$ cat src/rtl/matmul_pkg.sv
// Shared types and constants for the NxN matrix-multiply sequencer.
// Holds the FSM state encoding, default bus widths and per-element cycle cost.
package matmul_pkg;

  localparam int N_DEF      = 4;
  localparam int ADDR_W_DEF = 8;
  localparam int DATA_W_DEF = 16;

  typedef enum logic [2:0] {
    ST_IDLE,
    ST_READ,
    ST_DRAIN,
    ST_WRITE,
    ST_DONE
  } state_e;

  // N read cycles, one drain cycle and one write cycle per C element
  function automatic int elem_cycles(input int n);
    return n + 2;
  endfunction

  localparam int ELEM_CYCLES_DEF = elem_cycles(N_DEF);

endpackage

$ cat src/rtl/matmul_addr_gen.sv
// i/j/k loop counters and the A/B/C address adders; addresses are combinational from the counters.
// Counters move only on step_k/step_ij from the FSM; clear has priority over both.
module matmul_addr_gen
  import matmul_pkg::*;
#(
  parameter int N      = N_DEF,
  parameter int ADDR_W = ADDR_W_DEF
) (
  input  logic              clock,
  input  logic              reset_n,
  input  logic              clear,
  input  logic              step_k,
  input  logic              step_ij,
  input  logic [ADDR_W-1:0] base_a,
  input  logic [ADDR_W-1:0] base_b,
  input  logic [ADDR_W-1:0] base_c,
  output logic [ADDR_W-1:0] addr_a,
  output logic [ADDR_W-1:0] addr_b,
  output logic [ADDR_W-1:0] addr_c,
  output logic              k_zero,
  output logic              k_last,
  output logic              ij_last
);

  localparam int CW = $clog2(N + 1);
  localparam logic [CW-1:0]     LAST = CW'(N - 1);
  localparam logic [ADDR_W-1:0] N_A  = ADDR_W'(N);

  logic [CW-1:0] i_q, i_d, j_q, j_d, k_q, k_d;
  logic [ADDR_W-1:0] i_a, j_a, k_a;
  logic i_last, j_last;

  assign k_zero  = (k_q == '0);
  assign k_last  = (k_q == LAST);
  assign j_last  = (j_q == LAST);
  assign i_last  = (i_q == LAST);
  assign ij_last = i_last & j_last;

  always_comb begin
    k_d = k_q;
    j_d = j_q;
    i_d = i_q;
    if (clear) begin
      k_d = '0;
      j_d = '0;
      i_d = '0;
    end else begin
      if (step_k) begin
        k_d = k_last ? '0 : k_q + 1'b1;
      end
      if (step_ij) begin
        if (j_last) begin
          j_d = '0;
          i_d = i_last ? '0 : i_q + 1'b1;
        end else begin
          j_d = j_q + 1'b1;
        end
      end
    end
  end

  always_ff @(posedge clock or negedge reset_n) begin
    if (!reset_n) begin
      i_q <= '0;
      j_q <= '0;
      k_q <= '0;
    end else begin
      i_q <= i_d;
      j_q <= j_d;
      k_q <= k_d;
    end
  end

  // Sums are ADDR_W wide on purpose: addresses wrap around the memory.
  assign i_a = ADDR_W'(i_q);
  assign j_a = ADDR_W'(j_q);
  assign k_a = ADDR_W'(k_q);

  assign addr_a = base_a + i_a * N_A + k_a;
  assign addr_b = base_b + k_a * N_A + j_a;
  assign addr_c = base_c + i_a * N_A + j_a;

endmodule

$ cat src/rtl/matmul_seq_ctrl.sv
// Sequences C = A x B over a shared memory: N+2 cycles per C element, done pulses N*N*(N+2)+1 edges after start.
// No backpressure: start is sampled only in IDLE and is neither queued nor acknowledged while busy.
module matmul_seq_ctrl
  import matmul_pkg::*;
#(
  parameter int N      = N_DEF,
  parameter int ADDR_W = ADDR_W_DEF,
  parameter int DATA_W = DATA_W_DEF
) (
  input  logic              clock,
  input  logic              reset_n,
  input  logic              start,
  input  logic [ADDR_W-1:0] base_a,
  input  logic [ADDR_W-1:0] base_b,
  input  logic [ADDR_W-1:0] base_c,
  output logic              busy,
  output logic              done,
  output logic [ADDR_W-1:0] addr0,
  output logic [ADDR_W-1:0] addr1,
  input  logic [DATA_W-1:0] dataout0,
  input  logic [DATA_W-1:0] dataout1,
  output logic [ADDR_W-1:0] addr2,
  output logic              write_en2,
  output logic [DATA_W-1:0] datain2
);

  state_e state_q, state_d;

  logic [ADDR_W-1:0] base_a_q, base_b_q, base_c_q;
  logic [ADDR_W-1:0] addr_c;
  logic [ADDR_W-1:0] addr2_q, addr2_d;
  logic [DATA_W-1:0] acc_q, acc_d, datain2_q, datain2_d, prod;
  logic              busy_q, busy_d, done_q, done_d, we2_q, we2_d;
  logic              clear, step_k, step_ij, k_zero, k_last, ij_last;

  matmul_addr_gen #(
    .N      (N),
    .ADDR_W (ADDR_W)
  ) u_addr_gen (
    .clock   (clock),
    .reset_n (reset_n),
    .clear   (clear),
    .step_k  (step_k),
    .step_ij (step_ij),
    .base_a  (base_a_q),
    .base_b  (base_b_q),
    .base_c  (base_c_q),
    .addr_a  (addr0),
    .addr_b  (addr1),
    .addr_c  (addr_c),
    .k_zero  (k_zero),
    .k_last  (k_last),
    .ij_last (ij_last)
  );

  always_comb begin
    state_d = state_q;
    clear   = 1'b0;
    step_k  = 1'b0;
    step_ij = 1'b0;
    unique case (state_q)
      ST_IDLE: begin
        if (start) begin
          clear   = 1'b1;
          state_d = ST_READ;
        end
      end
      ST_READ: begin
        step_k = 1'b1;
        if (k_last) state_d = ST_DRAIN;
      end
      ST_DRAIN: state_d = ST_WRITE;
      ST_WRITE: begin
        step_ij = 1'b1;
        state_d = ij_last ? ST_DONE : ST_READ;
      end
      ST_DONE: state_d = ST_IDLE;
      default: state_d = ST_IDLE;
    endcase
  end

  // Low DATA_W bits only: the wrapped product is the same for signed and unsigned operands.
  assign prod = dataout0 * dataout1;

  always_comb begin
    acc_d     = acc_q;
    addr2_d   = addr2_q;
    datain2_d = datain2_q;
    // The first read cycle of an element still sees data from an unrelated address.
    if (clear || state_q == ST_WRITE) begin
      acc_d = '0;
    end else if ((state_q == ST_READ && !k_zero) || state_q == ST_DRAIN) begin
      acc_d = acc_q + prod;
    end
    if (state_q == ST_DRAIN) begin
      addr2_d   = addr_c;
      datain2_d = acc_q + prod;
    end
    we2_d  = (state_q == ST_DRAIN);
    busy_d = (state_d == ST_READ) || (state_d == ST_DRAIN) || (state_d == ST_WRITE);
    done_d = (state_q == ST_DONE);
  end

  always_ff @(posedge clock or negedge reset_n) begin
    if (!reset_n) begin
      state_q   <= ST_IDLE;
      base_a_q  <= '0;
      base_b_q  <= '0;
      base_c_q  <= '0;
      acc_q     <= '0;
      addr2_q   <= '0;
      datain2_q <= '0;
      we2_q     <= 1'b0;
      busy_q    <= 1'b0;
      done_q    <= 1'b0;
    end else begin
      state_q   <= state_d;
      acc_q     <= acc_d;
      addr2_q   <= addr2_d;
      datain2_q <= datain2_d;
      we2_q     <= we2_d;
      busy_q    <= busy_d;
      done_q    <= done_d;
      if (clear) begin
        base_a_q <= base_a;
        base_b_q <= base_b;
        base_c_q <= base_c;
      end
    end
  end

  assign busy      = busy_q;
  assign done      = done_q;
  assign addr2     = addr2_q;
  assign write_en2 = we2_q;
  assign datain2   = datain2_q;

endmodule

$ cat config.mk
export PLATFORM = sky130hd
export DESIGN_NAME = matmul_seq_ctrl
export DESIGN_NICKNAME = d
export VERILOG_FILES = /design/src/rtl/matmul_pkg.sv /design/src/rtl/matmul_addr_gen.sv /design/src/rtl/matmul_seq_ctrl.sv
export SDC_FILE = /design/constraint.sdc
export NUM_CORES = 1
export LEC_CHECK = 0
export ABC_AREA = 1
export ABC_CLOCK_PERIOD_IN_PS = 5800
export BUFFER_PORTS_ARGS = -buffer_cell sky130_fd_sc_hd__buf_2
export CAP_MARGIN = 20
export CORE_UTILIZATION = 30
export DETAILED_ROUTE_END_ITERATION = 12
export GPL_TIMING_DRIVEN = 0
export PLACE_DENSITY = 0.54
export RECOVER_POWER = 100
export SLEW_MARGIN = 20
export SYNTH_ARGS = -nofsm -noshare
export SYNTH_HDL_FRONTEND = slang
export SYNTH_HIERARCHICAL = 1
export SYNTH_SLANG_ARGS = --single-unit
export TNS_END_PERCENT = 100
$ cat constraint.sdc
create_clock -name clock -period 5.8 [get_ports clock]
set_clock_uncertainty 0.2 [all_clocks]
set_input_delay 0.29 -clock clock [delete_from_list [all_inputs] [get_ports clock]]
set_output_delay 0.29 -clock clock [all_outputs]
set_load 0.02 [all_outputs]
==> impl_results.md, run 1 <==
- Total setup buffers inserted after CTS: 0
- Area of the multi-input gates: 0.00556 sq mm
- GRT Max-Usage Layer: met2
- Initial antenna violation count: 0
- CTS tree: built
- Drt total wl: 21500 um
- Yosys top cell area share: 22.6%
- Clock Latency Late Sink: 330 ps
- Drt pass-1 iters: 4
- WP data arrival: 5510 ps
- Pwr/cell area: 513 mW/mm^2
- Die W: 174 um
- # diodes: 0
- Crit end category: flop
- Synthesis-to-layout area growth: 16.0%
- DRT iter0 DRCs: 234
- Synth area leaders: fa_1 23%, dfrtp_1 22%, nand2_1 17%, inv_1 12%, ha_1 12%
- Fin. max-slew vios: 82
- CTS resizes: 0
- Syn Inst Count: 1167
- Slew @ Worst Pin: 2880 ps
- Syn Nets: 1409
- Global-route wire length before repair: 37000 um
- Row count: 62
- Period utilization: 94.8%
- Yosys reg bits: 79
- Max-cap violations: 2
- Crit. Startpoint: dataout0[5]
- Routed vias: 7217
- Drt wl/cell: 12.8 um
- Number of global-route vias before repair: 7472
- Slew Limit Headroom: -92.0%
- Register Area: 0.00198 sq mm
- Routability cong.: 0.826
- Starting Density: 30.6%
- Synth warn: 6
- Pint: 2530 uW
- RSZ-0062 raised after global routing: false
- Final ANT Viol Nets: 0
- Total power: 5260 uW
- DIE HEIGHT: 174 um
- RR Startpoint: acc_q[8]$_DFFE_PN0P_
- Worst-path clk slew: 60 ps
- Hold_ws: 278 ps
- Fraction of registers with async set/reset: 100%
- # fillers: 3077
- DP Cell Count: 1643
- Die area: 0.0302 sq mm
- Sequential group share of total power: 13.6%
- Fmax achieved: 182 MHz
- Max H-tree Level: 3
- Ports: 102
- Number of port buffers: 91
- Synth Cell Area: 0.00884 sq mm
- Clock power share: 11.7%
- Nets: 1533
- HPWL after DPL: 18300 um
- Core area: 0.0289 sq mm
- GRT Residual Overflow: 0
- Final Instance Count excl. Fillers: 1680
- Violated checks: capacitance limit, slew limit
- Nature of the critical path startpoint: input port
- Final min period: 5500 ps
- Hold Vio Cnt, Final: 0
- Sequential area share after synthesis: 22.4%
- Comb pwr share: 74.8%
- Netlist cell types: 38
- Largest area contributor in the netlist: fa_1
- Share of post-route cells with drive strength above 1: 6.94%
- Largest net degree at the start of global routing: 54
- Largest vdd supply drop: 501 uV
- Most frequent cell after synthesis: nand2_1
- Hold path start: addr2[3]$_DFFE_PN0P_
- CTS root buffer: clkbuf_16
- Leak: 0.00604 uW
- Gr usage total: 15.2%
- Crit-path max FO: 10
- CTS max path bufs: 2
- Met3 global-route usage: 2.08%
- R2R Setup Slk: 1460 ps
- Most instantiated cells after synthesis: 389 x nand2_1, 293 x inv_1, 100 x fa_1
- Sw frac: 52.0%
- EDFF count, synth: 0
- Sw Pwr: 2740 uW
- Residual DRC: 0
- Clk sinks: 79
- Worst min path class: reg -> reg
- Top_reg_cell synth: dfrtp_1
- CTS buffer count: 9
- Run status: finished with violations
- Final setup fails: 0
- Met2 Use GR: 26.3%
- Via density: 4.30
- Synth Area per Inst: 7.58 sq um
- Met1 Use GR: 20.0%
- Critical path class: in -> reg
- Worst Path Required: 5810 ps
[critical path: stages]
cell and delay [ps]:
buf_2 110, clkbuf_1 490, nand2_1 170, fa_1 530, fa_1 400, inv_1 90, fa_1 400, fa_1 520
fa_1 560, inv_1 60, fa_1 530, inv_1 40, ha_1 340, nand2_1 100, a21oi_1 50, a211oi_1 210
nand3_1 150, or2_2 320, nand3_1 70, o21ai_0 70
[registers in the layout (all words and copies together) (netlist names), 3 cells and up]
signal          flops
acc_q              16
datain2            16
addr2               8
base_a_q            8
base_b_q            8
base_c_q            8
state_q             3
u_addr_gen/i_q      3
u_addr_gen/j_q      3
u_addr_gen/k_q      3
[metrics by stage]
step,instance area (sq um),setup slack (ps),TNS (ps),utilization [%]
5_1_grt,10300,19.1,0,35.6
3_5_place_dp,9810,-246,-483,34.0
3_3_place_gp,9780,-251,-521,33.9
6_report,10300,304,0,35.6
4_1_cts,10400,88.9,0,36.0
2_1_floorplan,8840,465,0,-
[path summary, 6_finish.rpt]
check | cells after the start | end
max in group asynchronous | 3 | base_b_q[1]$_DFFE_PN0P_
worst max-delay path | 20 | acc_q[14]$_DFFE_PN0P_
min in group asynchronous | 2 | addr2[7]$_DFFE_PN0P_
worst min register to register | 2 | addr2[3]$_DFFE_PN0P_
worst max register to register | 19 | datain2[13]$_DFFE_PN0P_
worst min-delay path | 2 | addr2[3]$_DFFE_PN0P_
[power by group through the flow]
stage	Combinational (uW)	Sequential, uW	Clock, uW
2_1_floorplan	2920	776	0
3_3_place_gp	3940	719	0
3_5_place_dp	3960	723	0
4_1_cts	4030	714	629
5_1_grt	4630	726	654
6_report	3940	714	614
[timing repair]
item                                    4_1_cts  5_1_grt
hold endpoints to repair                     50        0
hold buffers                                 25        0
endpoints found under the setup margin        0        2
[cell type report]
cell class              instances  area share [%]
plain buffers                  28            1.34
clock buffers                  13            2.54
clock inverters                 3           0.634
inverters                     301            11.0
multi-input cells             755            54.1
flip-flops and latches         79            19.3
well taps                     384            4.68
repair buffers                117            6.38
[metal layers]
layer | vias to the layer above | wire (um) | part of all wire, %
met5 | - | 0 | 0
met4 | 0 | 230 | 1.1
met3 | 13 | 881 | 4.1
met2 | 122 | 10300 | 48
met1 | 3416 | 10100 | 47
li1 | 3666 | - | -
[cell usage in the layout (no fill, tap or decap), types with 6 or more instances in the layout]
cell type,instances
a21oi_1,18
dlygate4sd3_1,25
inv_1,296
nand3_1,47
nand4_1,6
xnor2_1,8
buf_2,52
nand2_1,389
nand2_2,6
clkbuf_16,9
nor2_1,25
ha_1,83
o21ai_0,25
dfrtp_1,79
fa_1,100
clkbuf_1,65
o22ai_1,8
xor2_1,12
[logic make-up (layout without fill, tap and decap cells)]
family                     count (synthesis)  count (layout)  share of synthesized area, %
and+or+nand+nor                          492             492                          22.9
buffers and inverters                    333             462                          14.5
adders and majority gates                183             183                          34.4
DFF                                       79              79                          22.4
AOI/OAI and AO/OA                         60              60                          3.83
xor gates and xnor gates                  20              20                          1.98
Power figures use the tool's default switching activity.
==> run 2: changes to the inputs <==
Settings changed: CORE_MARGIN from default to 2.
==> impl_results.md, run 2 (synthesis gave the netlist of run 1 again) <==
- Worst Path Required: 5810 ps (about the same)
- Routed vias: 7217 (unchanged)
- Run status: finished with violations
- Via density: 4.30 (unchanged)
- Synthesis-to-layout area growth: 16.0% (about the same)
- GRT Residual Overflow: 0 (unchanged)
- Number of port buffers: 91 (unchanged)
- DRT iter0 DRCs: 297 (+27%)
- Pwr/cell area: 513 mW/mm^2 (about the same)
- CTS root buffer: clkbuf_16
- DIE HEIGHT: 176 um (+1.2%)
- Slew Limit Headroom: -77.2% (+15 points)
- Final ANT Viol Nets: 0 (unchanged)
- Violated checks: capacitance limit, slew limit
- Setup WS pre-CTS: -237 ps (+8.42 ps)
- Ports: 102 (unchanged)
- # diodes: 0 (unchanged)
- WP data arrival: 5530 ps (+20 ps)
- Area of the multi-input gates: 0.00556 sq mm (unchanged)
- Drt pass-1 iters: 5 (+1)
- Total power: 5260 uW (about the same)
- # fillers: 3111 (+1.1%)
- Leak: 0.00604 uW (about the same)
- Fin. max-slew vios: 82 (unchanged)
- Starting Density: 30.6% (unchanged)
- Slew @ Worst Pin: 2660 ps (-221 ps)
- Fin worst setup slack: 278 ps (-25.1 ps)
- Setup TNS: 0 ps (unchanged)
- RSZ-0062 raised after global routing: false
- Residual DRC: 0 (unchanged)
- Die area: 0.0309 sq mm (+2.3%)
- Nature of the critical path startpoint: input port
- Drt total wl: 21700 um (+0.67%)
- Crit. Startpoint: dataout1[5]
- Fmax achieved: 181 MHz (-0.46%)
- CTS tree: built
- Clock Latency Late Sink: 330 ps (about the same)
- Hold path start: addr2[3]$_DFFE_PN0P_
- Routability cong.: 0.805 (-2.5%)
- Commonest non-fill, non-tap cell in the layout: nand2_1
- Worst-path clk slew: 60 ps (about the same)
- Worst min path class: reg -> reg
- RR Startpoint: acc_q[8]$_DFFE_PN0P_
- Number of global-route vias before repair: 7408 (-0.86%)
- CTS buffer count: 9 (unchanged)
- Gr usage total: 15.1% (-0.080 points)
- Commonest non-fill, non-tap cells in the layout: 389 x nand2_1, 296 x inv_1, 100 x fa_1
- Nets: 1533 (unchanged)
- Period utilization: 95.2% (+0.43 points)
- Drt wl/cell: 12.9 um (+0.67%)
- Final min period: 5520 ps (+25.1 ps)
- Die W: 176 um (+1.2%)
- Largest net degree at the start of global routing: 49 (-9.3%)
- Initial antenna violation count: 0 (unchanged)
- Max-cap violations: 2 (unchanged)
- Largest vdd supply drop: 448 uV (-10%)
- Clk sinks: 79 (unchanged)
- Hold Vio Cnt, Final: 0 (unchanged)
- Core area: 0.0289 sq mm (unchanged)
- Max H-tree Level: 3 (unchanged)
- CTS max path bufs: 2 (unchanged)
- Crit-path max FO: 10 (unchanged)
- Share of post-route cells with drive strength above 1: 6.87% (-0.077 points)
- HPWL after DPL: 18500 um (+1.2%)
- Crit end category: flop
- Row count: 62 (unchanged)
- Register Area: 0.00198 sq mm (unchanged)
- Critical path class: in -> reg
- Global-route wire length before repair: 37400 um (+1.1%)
- Final setup fails: 0 (unchanged)
==> run 2: cell types whose count changed in the layout (fill, tap and decap cells not counted), sizes merged <==
cell | before | now
buf | 57 | 56
clkbuf | 76 | 77
==> run 2: worst paths after layout <==
check                      slack, ps  cells past startpoint                    end
min                              280                      2   addr2[3]$_DFFE_PN0P_
min in group asynchronous        760                      2   addr2[7]$_DFFE_PN0P_
max in group asynchronous       1390                      3   acc_q[0]$_DFFE_PN0P_
min reg2reg                      280                      2   addr2[3]$_DFFE_PN0P_
max reg2reg                     1450                     19  acc_q[13]$_DFFE_PN0P_
max                              280                     22  acc_q[14]$_DFFE_PN0P_
==> run 2: through the flow <==
step                cell area [sq um]  hold slack, ps  utilization, %  std cells
global route                    10300             297            35.5       1680
floorplan                        8840            -206               -       1167
detailed placement               9810            72.9            34.0       1643
global placement                 9780             255            33.9       1642
finish                          10300             277            35.5       1680
CTS                             10400             261            36.0       1684
==> run 2: worst max-delay path, cell delays in order <==
cell,delay (ps)
buf_2,110
clkbuf_1,270
nand2_1,130
inv_1,60
fa_1,510
inv_1,60
fa_1,530
inv_1,50
fa_1,510
fa_1,470
fa_1,560
inv_1,60
fa_1,530
inv_1,40
ha_1,340
nand2_1,110
a21oi_1,50
a211oi_1,230
nand3_1,160
or2_2,320
nand3_1,70
o21ai_0,70
==> run 2: power breakdown <==
group	internal [uW]	switching (uW)	total, uW
sequential	654	59.4	713
combinational	1470	2470	3930
clock	400	214	614
total	2520	2740	5260
==> run 2: area by class of cell <==
| class | instances | area share (%) |
|---|---|---|
| Sequential cell | 79 | 19.3 |
| Tap cell | 384 | 4.68 |
| Clock buffer | 13 | 2.54 |
| Buffer | 28 | 1.34 |
| Clock inverter | 3 | 0.634 |
| Timing Repair Buffer | 117 | 6.37 |
| Multi-Input combinational cell | 755 | 54.2 |
| Inverter | 301 | 11.0 |
==> run 2: repair_timing <==
| item | CTS | global route |
|---|---|---|
| resized for setup | 0 | 0 |
| hold endpoints to repair | 55 | 0 |
| endpoints found under the setup margin | 0 | 2 |
| setup buffers | 0 | 0 |
| hold buffers | 25 | 0 |
==> run 2: metal layers <==
| metal | GRT usage, % | vias to the layer above | part of all wire [%] |
|---|---|---|---|
| met1 | 20.0 | 3429 | 47 |
| met2 | 26.4 | 104 | 48 |
| met3 | 2.12 | 14 | 3.7 |
| met5 | 0 | - | 0 |
| met4 | 3.34 | 0 | 1.2 |
| li1 | - | 3670 | - |
